**config.mk**
```make
export PLATFORM = sky130hd
export DESIGN_NAME = execute
export DESIGN_NICKNAME = d
export VERILOG_FILES = /design/src/rtl/exec_pkg.sv /design/src/rtl/muldiv_unit.sv /design/src/rtl/execute.sv
export SDC_FILE = /design/constraint.sdc
export NUM_CORES = 1
export LEC_CHECK = 0
export BUFFER_PORTS_ARGS = -buffer_cell sky130_fd_sc_hd__buf_4
export CORE_MARGIN = 2
export CORE_UTILIZATION = 45
export DETAILED_ROUTE_END_ITERATION = 10
export GPL_TIMING_DRIVEN = 0
export HOLD_SLACK_MARGIN = 0.1
export PLACE_DENSITY = 0.7
export SLEW_MARGIN = 20
export SYNTH_ARGS = -nofsm -noshare
export SYNTH_HDL_FRONTEND = slang
export SYNTH_SLANG_ARGS = --single-unit
```
**constraint.sdc**
```tcl
create_clock -name clk -period 5.6 [get_ports clk]
set_input_delay 0.56 -clock clk [delete_from_list [all_inputs] [get_ports clk]]
set_output_delay 0.56 -clock clk [all_outputs]
set_load 0.05 [all_outputs]
```
**src/rtl/exec_pkg.sv**
```systemverilog
// Shared definitions for the execute stage: ALU opcodes, forward selects and
// the iterative mul/div state encoding.
package exec_pkg;

  localparam logic [3:0] ALU_ADD  = 4'b0000;
  localparam logic [3:0] ALU_SUB  = 4'b0001;
  localparam logic [3:0] ALU_AND  = 4'b0010;
  localparam logic [3:0] ALU_OR   = 4'b0011;
  localparam logic [3:0] ALU_XOR  = 4'b0100;
  localparam logic [3:0] ALU_SLT  = 4'b0101;
  localparam logic [3:0] ALU_SLTU = 4'b0110;
  localparam logic [3:0] ALU_SLL  = 4'b0111;
  localparam logic [3:0] ALU_MUL  = 4'b1000;
  localparam logic [3:0] ALU_DIVU = 4'b1001;
  localparam logic [3:0] ALU_REMU = 4'b1010;

  localparam logic [1:0] FWD_RF  = 2'b00;
  localparam logic [1:0] FWD_WB  = 2'b01;
  localparam logic [1:0] FWD_MEM = 2'b10;

  typedef enum logic [1:0] {
    MD_IDLE = 2'b00,
    MD_BUSY = 2'b01,
    MD_DONE = 2'b10
  } md_state_e;

  function automatic logic is_muldiv_op(input logic [3:0] op);
    return (op == ALU_MUL) || (op == ALU_DIVU) || (op == ALU_REMU);
  endfunction

endpackage

```
**src/rtl/muldiv_unit.sv**
```systemverilog
// Iterative MUL / DIVU / REMU unit: one shift-add or restoring-divide step per
// BUSY cycle, 32 steps. Only built when RV_MULDIV_EN is defined.
`ifdef RV_MULDIV_EN
module muldiv_unit
  import exec_pkg::*;
#(
  parameter int XLEN = 32
) (
  input  logic            clk,
  input  logic            reset,
  input  logic            start,
  input  logic [3:0]      op,
  input  logic [XLEN-1:0] a,
  input  logic [XLEN-1:0] b,
  output logic            busy,
  output logic            done,
  output logic [XLEN-1:0] result
);

  md_state_e       state_q, state_d;
  logic [4:0]      cnt_q, cnt_d;
  logic [3:0]      op_q, op_d;
  logic [XLEN-1:0] acc_q, acc_d;  // MUL: partial product, DIV: remainder
  logic [XLEN-1:0] a_q, a_d;      // MUL: multiplicand, DIV: dividend/quotient
  logic [XLEN-1:0] b_q, b_d;      // MUL: multiplier, DIV: divisor
  logic [XLEN:0]   rem_shift;
  logic [XLEN:0]   diff;

  always_comb begin
    state_d   = state_q;
    cnt_d     = cnt_q;
    op_d      = op_q;
    acc_d     = acc_q;
    a_d       = a_q;
    b_d       = b_q;
    rem_shift = {acc_q, a_q[XLEN-1]};
    diff      = rem_shift - {1'b0, b_q};
    case (state_q)
      MD_IDLE: begin
        if (start) begin
          state_d = MD_BUSY;
          cnt_d   = 5'd0;
          op_d    = op;
          acc_d   = '0;
          a_d     = a;
          b_d     = b;
        end else begin
          state_d = MD_IDLE;
        end
      end
      MD_BUSY: begin
        if (op_q == ALU_MUL) begin
          if (b_q[0]) begin
            acc_d = acc_q + a_q;
          end else begin
            acc_d = acc_q;
          end
          a_d = {a_q[XLEN-2:0], 1'b0};
          b_d = {1'b0, b_q[XLEN-1:1]};
        end else begin
          // diff never reaches bit XLEN when rem_shift >= divisor, so its top bit is the borrow
          if (!diff[XLEN]) begin
            acc_d = diff[XLEN-1:0];
            a_d   = {a_q[XLEN-2:0], 1'b1};
          end else begin
            acc_d = rem_shift[XLEN-1:0];
            a_d   = {a_q[XLEN-2:0], 1'b0};
          end
        end
        if (cnt_q == 5'd31) begin
          state_d = MD_DONE;
        end else begin
          cnt_d = cnt_q + 5'd1;
        end
      end
      MD_DONE: state_d = MD_IDLE;
      default: state_d = MD_IDLE;
    endcase
  end

  always_ff @(posedge clk) begin
    if (reset) begin
      state_q <= MD_IDLE;
      cnt_q   <= 5'd0;
      op_q    <= 4'd0;
      acc_q   <= '0;
      a_q     <= '0;
      b_q     <= '0;
    end else begin
      state_q <= state_d;
      cnt_q   <= cnt_d;
      op_q    <= op_d;
      acc_q   <= acc_d;
      a_q     <= a_d;
      b_q     <= b_d;
    end
  end

  always_comb begin
    case (op_q)
      ALU_MUL:  result = acc_q;
      ALU_DIVU: result = a_q;
      default:  result = acc_q;
    endcase
  end

  assign busy = ((state_q == MD_IDLE) && start) || (state_q == MD_BUSY);
  assign done = (state_q == MD_DONE);

endmodule
`endif

```
**src/rtl/execute.sv**
```systemverilog
// Pipeline execute stage with forwarding, branch resolution and EX/MEM register.
// Define RV_MULDIV_EN to add the iterative MUL/DIVU/REMU unit (stalls 33 cycles).
module execute
  import exec_pkg::*;
#(
  parameter int XLEN = 32
) (
  input  logic            clk,
  input  logic            reset,
  input  logic            RegWriteE,
  input  logic            MemWriteE,
  input  logic            JumpE,
  input  logic            BranchE,
  input  logic            ALUSrcE,
  input  logic [1:0]      ResultSrcE,
  input  logic [3:0]      ALUControlE,
  input  logic [XLEN-1:0] RD1E,
  input  logic [XLEN-1:0] RD2E,
  input  logic [XLEN-1:0] ImmExtE,
  input  logic [XLEN-1:0] PCE,
  input  logic [XLEN-1:0] PCPlus4E,
  input  logic [4:0]      RdE,
  input  logic [1:0]      ForwardAE,
  input  logic [1:0]      ForwardBE,
  input  logic [XLEN-1:0] ResultW,
  output logic            PCSrcE,
  output logic [XLEN-1:0] PCTargetE,
  output logic            StallE,
  output logic            RegWriteM,
  output logic            MemWriteM,
  output logic [1:0]      ResultSrcM,
  output logic [4:0]      RdM,
  output logic [XLEN-1:0] ALUResultM,
  output logic [XLEN-1:0] WriteDataM,
  output logic [XLEN-1:0] PCPlus4M
);

  logic [XLEN-1:0] src_a, fwd_b, src_b, alu_result;
  logic            md_busy, md_done;
  logic [XLEN-1:0] md_result;
  logic            h_reg_write, h_mem_write;
  logic [1:0]      h_result_src;
  logic [4:0]      h_rd;
  logic [XLEN-1:0] h_write_data, h_pc_plus4;

  logic            reg_write_q, reg_write_d, mem_write_q, mem_write_d;
  logic [1:0]      result_src_q, result_src_d;
  logic [4:0]      rd_q, rd_d;
  logic [XLEN-1:0] alu_result_q, alu_result_d, write_data_q, write_data_d;
  logic [XLEN-1:0] pc_plus4_q, pc_plus4_d;

  always_comb begin
    case (ForwardAE)
      FWD_WB:  src_a = ResultW;
      FWD_MEM: src_a = alu_result_q;
      default: src_a = RD1E;
    endcase
    case (ForwardBE)
      FWD_WB:  fwd_b = ResultW;
      FWD_MEM: fwd_b = alu_result_q;
      default: fwd_b = RD2E;
    endcase
    if (ALUSrcE) begin
      src_b = ImmExtE;
    end else begin
      src_b = fwd_b;
    end
  end

  always_comb begin
    case (ALUControlE)
      ALU_ADD:  alu_result = src_a + src_b;
      ALU_SUB:  alu_result = src_a - src_b;
      ALU_AND:  alu_result = src_a & src_b;
      ALU_OR:   alu_result = src_a | src_b;
      ALU_XOR:  alu_result = src_a ^ src_b;
      ALU_SLT:  alu_result = {{(XLEN-1){1'b0}}, $signed(src_a) < $signed(src_b)};
      ALU_SLTU: alu_result = {{(XLEN-1){1'b0}}, src_a < src_b};
      ALU_SLL:  alu_result = src_a << src_b[4:0];
      default:  alu_result = '0;
    endcase
  end

  assign PCTargetE = PCE + ImmExtE;
  assign PCSrcE    = JumpE | (BranchE & (src_a == fwd_b));

`ifdef RV_MULDIV_EN
  logic            stall_q, stall_d;
  logic            h_reg_write_q, h_reg_write_d, h_mem_write_q, h_mem_write_d;
  logic [1:0]      h_result_src_q, h_result_src_d;
  logic [4:0]      h_rd_q, h_rd_d;
  logic [XLEN-1:0] h_write_data_q, h_write_data_d, h_pc_plus4_q, h_pc_plus4_d;

  muldiv_unit #(.XLEN(XLEN)) u_muldiv (
    .clk    (clk),
    .reset  (reset),
    .start  (is_muldiv_op(ALUControlE)),
    .op     (ALUControlE),
    .a      (src_a),
    .b      (src_b),
    .busy   (md_busy),
    .done   (md_done),
    .result (md_result)
  );

  // The first stalled cycle is the one the unit accepted the operation in
  always_comb begin
    stall_d = md_busy;
    if (md_busy && !stall_q) begin
      h_reg_write_d  = RegWriteE;
      h_mem_write_d  = MemWriteE;
      h_result_src_d = ResultSrcE;
      h_rd_d         = RdE;
      h_write_data_d = fwd_b;
      h_pc_plus4_d   = PCPlus4E;
    end else begin
      h_reg_write_d  = h_reg_write_q;
      h_mem_write_d  = h_mem_write_q;
      h_result_src_d = h_result_src_q;
      h_rd_d         = h_rd_q;
      h_write_data_d = h_write_data_q;
      h_pc_plus4_d   = h_pc_plus4_q;
    end
  end

  always_ff @(posedge clk) begin
    if (reset) begin
      stall_q        <= 1'b0;
      h_reg_write_q  <= 1'b0;
      h_mem_write_q  <= 1'b0;
      h_result_src_q <= 2'd0;
      h_rd_q         <= 5'd0;
      h_write_data_q <= '0;
      h_pc_plus4_q   <= '0;
    end else begin
      stall_q        <= stall_d;
      h_reg_write_q  <= h_reg_write_d;
      h_mem_write_q  <= h_mem_write_d;
      h_result_src_q <= h_result_src_d;
      h_rd_q         <= h_rd_d;
      h_write_data_q <= h_write_data_d;
      h_pc_plus4_q   <= h_pc_plus4_d;
    end
  end

  assign h_reg_write  = h_reg_write_q;
  assign h_mem_write  = h_mem_write_q;
  assign h_result_src = h_result_src_q;
  assign h_rd         = h_rd_q;
  assign h_write_data = h_write_data_q;
  assign h_pc_plus4   = h_pc_plus4_q;
`else
  assign md_busy      = 1'b0;
  assign md_done      = 1'b0;
  assign md_result    = '0;
  assign h_reg_write  = 1'b0;
  assign h_mem_write  = 1'b0;
  assign h_result_src = 2'd0;
  assign h_rd         = 5'd0;
  assign h_write_data = '0;
  assign h_pc_plus4   = '0;
`endif

  assign StallE = md_busy;

  // Stalled cycles push a bubble; the DONE cycle commits the held instruction
  always_comb begin
    if (md_busy) begin
      reg_write_d  = 1'b0;
      mem_write_d  = 1'b0;
      result_src_d = 2'd0;
      rd_d         = 5'd0;
      alu_result_d = '0;
      write_data_d = '0;
      pc_plus4_d   = '0;
    end else if (md_done) begin
      reg_write_d  = h_reg_write;
      mem_write_d  = h_mem_write;
      result_src_d = h_result_src;
      rd_d         = h_rd;
      alu_result_d = md_result;
      write_data_d = h_write_data;
      pc_plus4_d   = h_pc_plus4;
    end else begin
      reg_write_d  = RegWriteE;
      mem_write_d  = MemWriteE;
      result_src_d = ResultSrcE;
      rd_d         = RdE;
      alu_result_d = alu_result;
      write_data_d = fwd_b;
      pc_plus4_d   = PCPlus4E;
    end
  end

  always_ff @(posedge clk) begin
    if (reset) begin
      reg_write_q  <= 1'b0;
      mem_write_q  <= 1'b0;
      result_src_q <= 2'd0;
      rd_q         <= 5'd0;
      alu_result_q <= '0;
      write_data_q <= '0;
      pc_plus4_q   <= '0;
    end else begin
      reg_write_q  <= reg_write_d;
      mem_write_q  <= mem_write_d;
      result_src_q <= result_src_d;
      rd_q         <= rd_d;
      alu_result_q <= alu_result_d;
      write_data_q <= write_data_d;
      pc_plus4_q   <= pc_plus4_d;
    end
  end

  assign RegWriteM  = reg_write_q;
  assign MemWriteM  = mem_write_q;
  assign ResultSrcM = result_src_q;
  assign RdM        = rd_q;
  assign ALUResultM = alu_result_q;
  assign WriteDataM = write_data_q;
  assign PCPlus4M   = pc_plus4_q;

endmodule
```
; After elaboration in Yosys (flattened, before gate mapping)
; Cells that the tools add are included.
[totals]
regBits = 105
inputBits = 214
out_inout_bits = 139
wordCells = 35
[op_classes]
add_sub_neg = 3
magnitude_cmp = 2
n_eq_ne = 12
shifts = 1
mux = 4
bitwise_logic = 5
reduce_logical = 1
[op_table]
columns = operator, n
row1 = $pmux W32 S8, 1
row2 = $pmux W32 S2, 2
row3 = $add A32 B32 Y32, 2
row4 = $lt A32 B32 Y1, 2
row5 = $and A32 B32 Y32, 1
row6 = $eq A32 B32 Y1, 1
row7 = $mux W32, 1
row8 = $or A32 B32 Y32, 1
row9 = $shl A32 B5 Y32, 1
row10 = $sub A32 B32 Y32, 1
row11 = $xor A32 B32 Y32, 1
row12 = $eq A4 B3 Y1 const B, 4
row13 = $eq A4 B2 Y1 const B, 2
row14 = $eq A2 B1 Y1 const B, 2
row15 = $eq A2 B2 Y1 const B, 2
row16 = $eq A4 B1 Y1 const B, 1
row17 = $logic_not A4 Y1, 1
row18 = $and A1 B1 Y1, 1
row19 = $or A1 B1 Y1, 1

; Logic depth before layout (Yosys ltp)
[logic_depth]
word_depth = 5
ltp_mapped = 20
ltp_nobuf = 18

; Worst setup path after synthesis
; OpenSTA, ideal clock, no wires.
[synth_timing]
kind = input port to flip-flop
from = input ForwardBE[0]
to = register alu_result_q[27] (netlist: ALUResultM[27])
setup_time_ns = 0.132
arrival_time_ns = 4.427
t_required_ns = 5.468
setup_slack_ns = 1.041
path_stages = 17
n_path_buf = 3
path_cell_list = inv_1 ha_1 clkbuf_1 buf_1 a221o_1 o21ai_0 o21ai_0 ha_1 buf_2 or3_1 or3_1 o221ai_2 a21oi_1 nor3_1 mux2_1 a211oi_1 a21oi_1
[synth_via]
elab_chain_len = 5
elab_cells_between_ends = 11
classes_between = 2 x add/sub / 2 x eq/ne / 1 x shift / 3 x mux / 3 x bitwise
[synth_rtl]
columns = element, line_no
row1 = from (decl), execute.sv:24  ; input logic [1:0] ForwardBE,
row2 = $eq A2 B2 Y1 / $eq A2 B1 Y1 (equally long branches), execute.sv:58  ; case (ForwardBE)
row3 = $pmux W32 S2 *, execute.sv:58
row4 = $mux W32 *, execute.sv:63  ; if (ALUSrcE) begin
row5 = "$sub A32 B32 Y32, or another cell as far along", execute.sv:73  ; ALU_SUB: alu_result = src_a - src_b;
row6 = $pmux W32 S8 *, execute.sv:71  ; case (ALUControlE)
row7 = to (signal assigned), execute.sv:209  ; alu_result_q <= alu_result_d;
row8 = to (decl), execute.sv:49  ; logic [XLEN-1:0] alu_result_q, alu_result_d, write_data_q, write_data_d;
; Every way passes the cells marked *; elsewhere a longest branch is shown, timed or not.
; A chain may end at the register's enable or synchronous reset.

; Final worst setup path
[layout_timing]
from = input ForwardBE[0]
to = register alu_result_q[0] (netlist: ALUResultM[0])
[layout_via]
elab_chain_len = 5
elab_cells_between_ends = 13
classes_between = 2 x add/sub / 2 x order compare / 2 x eq/ne / 1 x shift / 3 x mux / 3 x bitwise
[layout_rtl]
columns = element, line_no
row1 = $eq A2 B2 Y1 / $eq A2 B1 Y1 (equally long branches), execute.sv:58
row2 = $pmux W32 S2 *, execute.sv:58
row3 = $mux W32 *, execute.sv:63
row4 = "$sub A32 B32 Y32, or another cell as far along", execute.sv:73
row5 = $pmux W32 S8 *, execute.sv:71
; Marks and branches as above.

==> results.toml <==
[flow_run]
maxCapViolCount = 0

[cells_and_area]
multi_input_area_mm2 = 0.00956
final_nets = 2470
drive_gt1_frac = 0.214
mostFrequentLayoutCells = "buf_4 (353), nand2_1 (188), nor2_1 (162), ha_1 (136), a21oi_1 (122)"
final_util = 0.579
fill_cells = 2755
layout_commonest_cell = "buf_4"
final_cells = 2502
area_growth_pct = 27.5
seq_area_mm2 = 0.00210

[worst_setup_path]
startpoint_type = "input pin"
crit_path_end_kind = "flip-flop"
r2r_slack_ps = 610
arrival_ps = 5750
rr_worst_depth = 18
timing.rr.start = "ALUResultM[0]"
cp_max_fo = 10
crit_type = "input pin to flip-flop"
regToRegEndpoint = "ALUResultM[0]"
worst_ep_required_time_ps = 5860

[die]
core_area_mm2 = 0.0276
initial_core_util = 0.454
row_count = 61
dieHeight_um = 171
die_w_um = 171
die_area_mm2 = 0.0292
io_pins = 353

[timing]
fin_crit_sh = 0.981
fmax_ghz = 0.182
fin_crit_ps = 5490
fin_skew_ps = 6.60
finalSetupViolCount = 0
rsz0062_at_grt = "no"
tightest_slew_ps = 1090
maxSlewHeadroom = 0.268
drv_slew = 0
tns_ps = 0
finalHoldViolCount = 0

[clocking]
path_clk_slew_ps = 70
ctsLongestPathBuffers = 2
cts_htree_levels = 3
root_buffer = "clkbuf_16"
hold_buffers = 0
clk_latency_ps = 370
cts_inserted_buffers = 9
post_cts_buffers = 0
cts_tree = "done"
clock_sinks = 105

[hold_path]
min_to = "RdM[3]"
hold_path_class = "input pin to flip-flop"
hold_depth = 2
worstHoldStart = "RdE[3]"

[logic_synthesis]
synth.area.top_cells = "dfxtp_1 (17%), ha_1 (14%), nand2_1 (5.6%), o21ai_0 (5.2%), a21oi_1 (4.9%)"
netlist_area_mm2 = 0.0126
ys_seq_area_frac = 0.167
yosys_warnings = 0
synth_ff_type = "dfxtp_1"
synth_top_cell_by_area = "dfxtp_1"
synth_top_area_frac = 0.167
synth-edff-count = 0
syn_inst = 1759
async_flop_share = 0
synth.ff_latch_count = 105
avgSynthCellArea_um2 = 7.14
synth_nets = 2112
ys_types = 83

[global_routing]
grt_pass1_vias = 14839
grt_max_degree = 19
grt_use_total = 0.427
overflow = 0
antenna_found_initial = 4
grt_pass1_wl_um = 92300

[drt]
post_drt_wl_per_cell_um = 25.8
ant_nets = 0
via_count = 15890
firstDrtPassIters = 6
drt-initial-drc-count = 2216
vias_per_cell = 6.35
drc_errors = 0
finalWirelength_um = 64600

[place]
hpwl_um = 52000
port_buffers = 349
placed_cells = 2486
routabilityCongestion = 1.04

[power]
leakage_nw = 7.22
powerDensity_mw_per_mm2 = 247
peakVddDrop_mv = 0.162
power.total_mw = 3.95

[status]
status = "finished, final reports clean"
==> final cells by class <==
cell class | count | share of cell area
Clock inverter | 6 | 0.00469
Buffer | 120 | 0.0342
Multi-Input combinational cell | 1428 | 0.598
Clock buffer | 9 | 0.0141
Timing Repair Buffer | 349 | 0.164
Sequential cell | 105 | 0.131
Antenna cell | 3 | 0.000469
Tap cell | 378 | 0.0296
Inverter | 104 | 0.0244
==> timing repair <==
item | CTS | global route
endpoints found under the setup margin | 8 | 11
resized for setup | 14 | 23
pin swaps | 0 | 0
==> synthesized netlist by cell type, types with 6 or more instances <==
cell      instances
o21a_1           18
nor4_1           11
clkbuf_1         76
mux2_2            6
nand4_1          19
dfxtp_1         105
inv_1            99
nand2_1         188
a221o_1          34
o21ai_0         131
o21ai_1          50
xor2_1           20
o22ai_1          11
o211ai_1         18
a31oi_1          25
a211oi_1         14
nor2b_1          51
nor2_1          162
buf_1             9
nor3_1           44
a21oi_1         122
and3_1            6
ha_1            136
buf_2            28
xnor2_1          53
mux2i_1          42
o31ai_1          11
nand3_1          25
nand2b_1         17
or3_1            15
o221ai_1         13
o21bai_1         18
a22oi_1          44
a221oi_1         21
a21o_1           23
==> state kept, by name, indices dropped and copies added, names as in the netlist <==
| register | cells |
|---|---|
| PCPlus4M | 32 |
| WriteDataM | 32 |
| RdM | 5 |
| ALUResultM | 32 |
| ResultSrcM | 2 |
| RegWriteM | 1 |
| MemWriteM | 1 |
==> metal layers <==
layer	vias up	track usage	share of wire
li1	7059	-	-
met1	7369	0.537	0.39
met2	1212	0.645	0.42
met3	248	0.128	0.13
met4	2	0.250	0.065
met5	-	0	0.00020
==> power breakdown <==
part / internal (mW) / switching [mW] / total, mW / leakage [nW]
clock network: 0.351 / 0.315 / 0.666 / 0.144
registers: 0.794 / 0.0244 / 0.818 / 0.867
logic: 0.793 / 1.67 / 2.47 / 6.21
==> worst max-delay path, cell delays in order <==
cell	delay (ps)
buf_4	90
inv_1	40
ha_1	390
inv_1	180
clkbuf_1	570
o21ai_1	410
o21ai_0	450
inv_1	130
ha_1	300
nor3_1	260
o211ai_2	150
nand4_1	240
a2111oi_2	130
nor4_4	420
o31ai_4	130
nand4_1	210
a21oi_1	140
or4_1	600
a31oi_1	330
==> cell families after synthesis <==
kind of cell,share of synthesized area
AOI/OAI and AO/OA,0.322
and+or+nand+nor,0.205
buffers and inverters,0.0741
adders and majority gates,0.140
DFF,0.167
xor gates and xnor gates,0.0509
muxes,0.0398
other,0.000299
==> how the worst max path moves through the flow <==
stage | to | start | cells after the start | slack [ps]
final | ALUResultM[0] | ForwardBE[0] | 19 | 110
after global placement | ALUResultM[27] | ForwardBE[0] | 18 | -780
after CTS | ALUResultM[0] | ForwardBE[0] | 20 | 10
after global routing | ALUResultM[25] | ForwardBE[0] | 16 | 7
after detailed placement | ALUResultM[27] | ForwardBE[0] | 20 | -700
after floorplan | ALUResultM[27] | ForwardBE[0] | 17 | 1040
==> through the flow <==
stage / instance area, µm² / setup WS (ps) / hold WS (ps)
2_1_floorplan: 12600 / 1040 / 688
3_3_place_gp: 15600 / -779 / 771
3_5_place_dp: 15600 / -699 / 775
4_1_cts: 16000 / 11.4 / 403
5_1_grt: 16000 / 7.29 / 401
6_report: 16000 / 105 / 402
No activity file was read; power rests on OpenSTA's default activity.
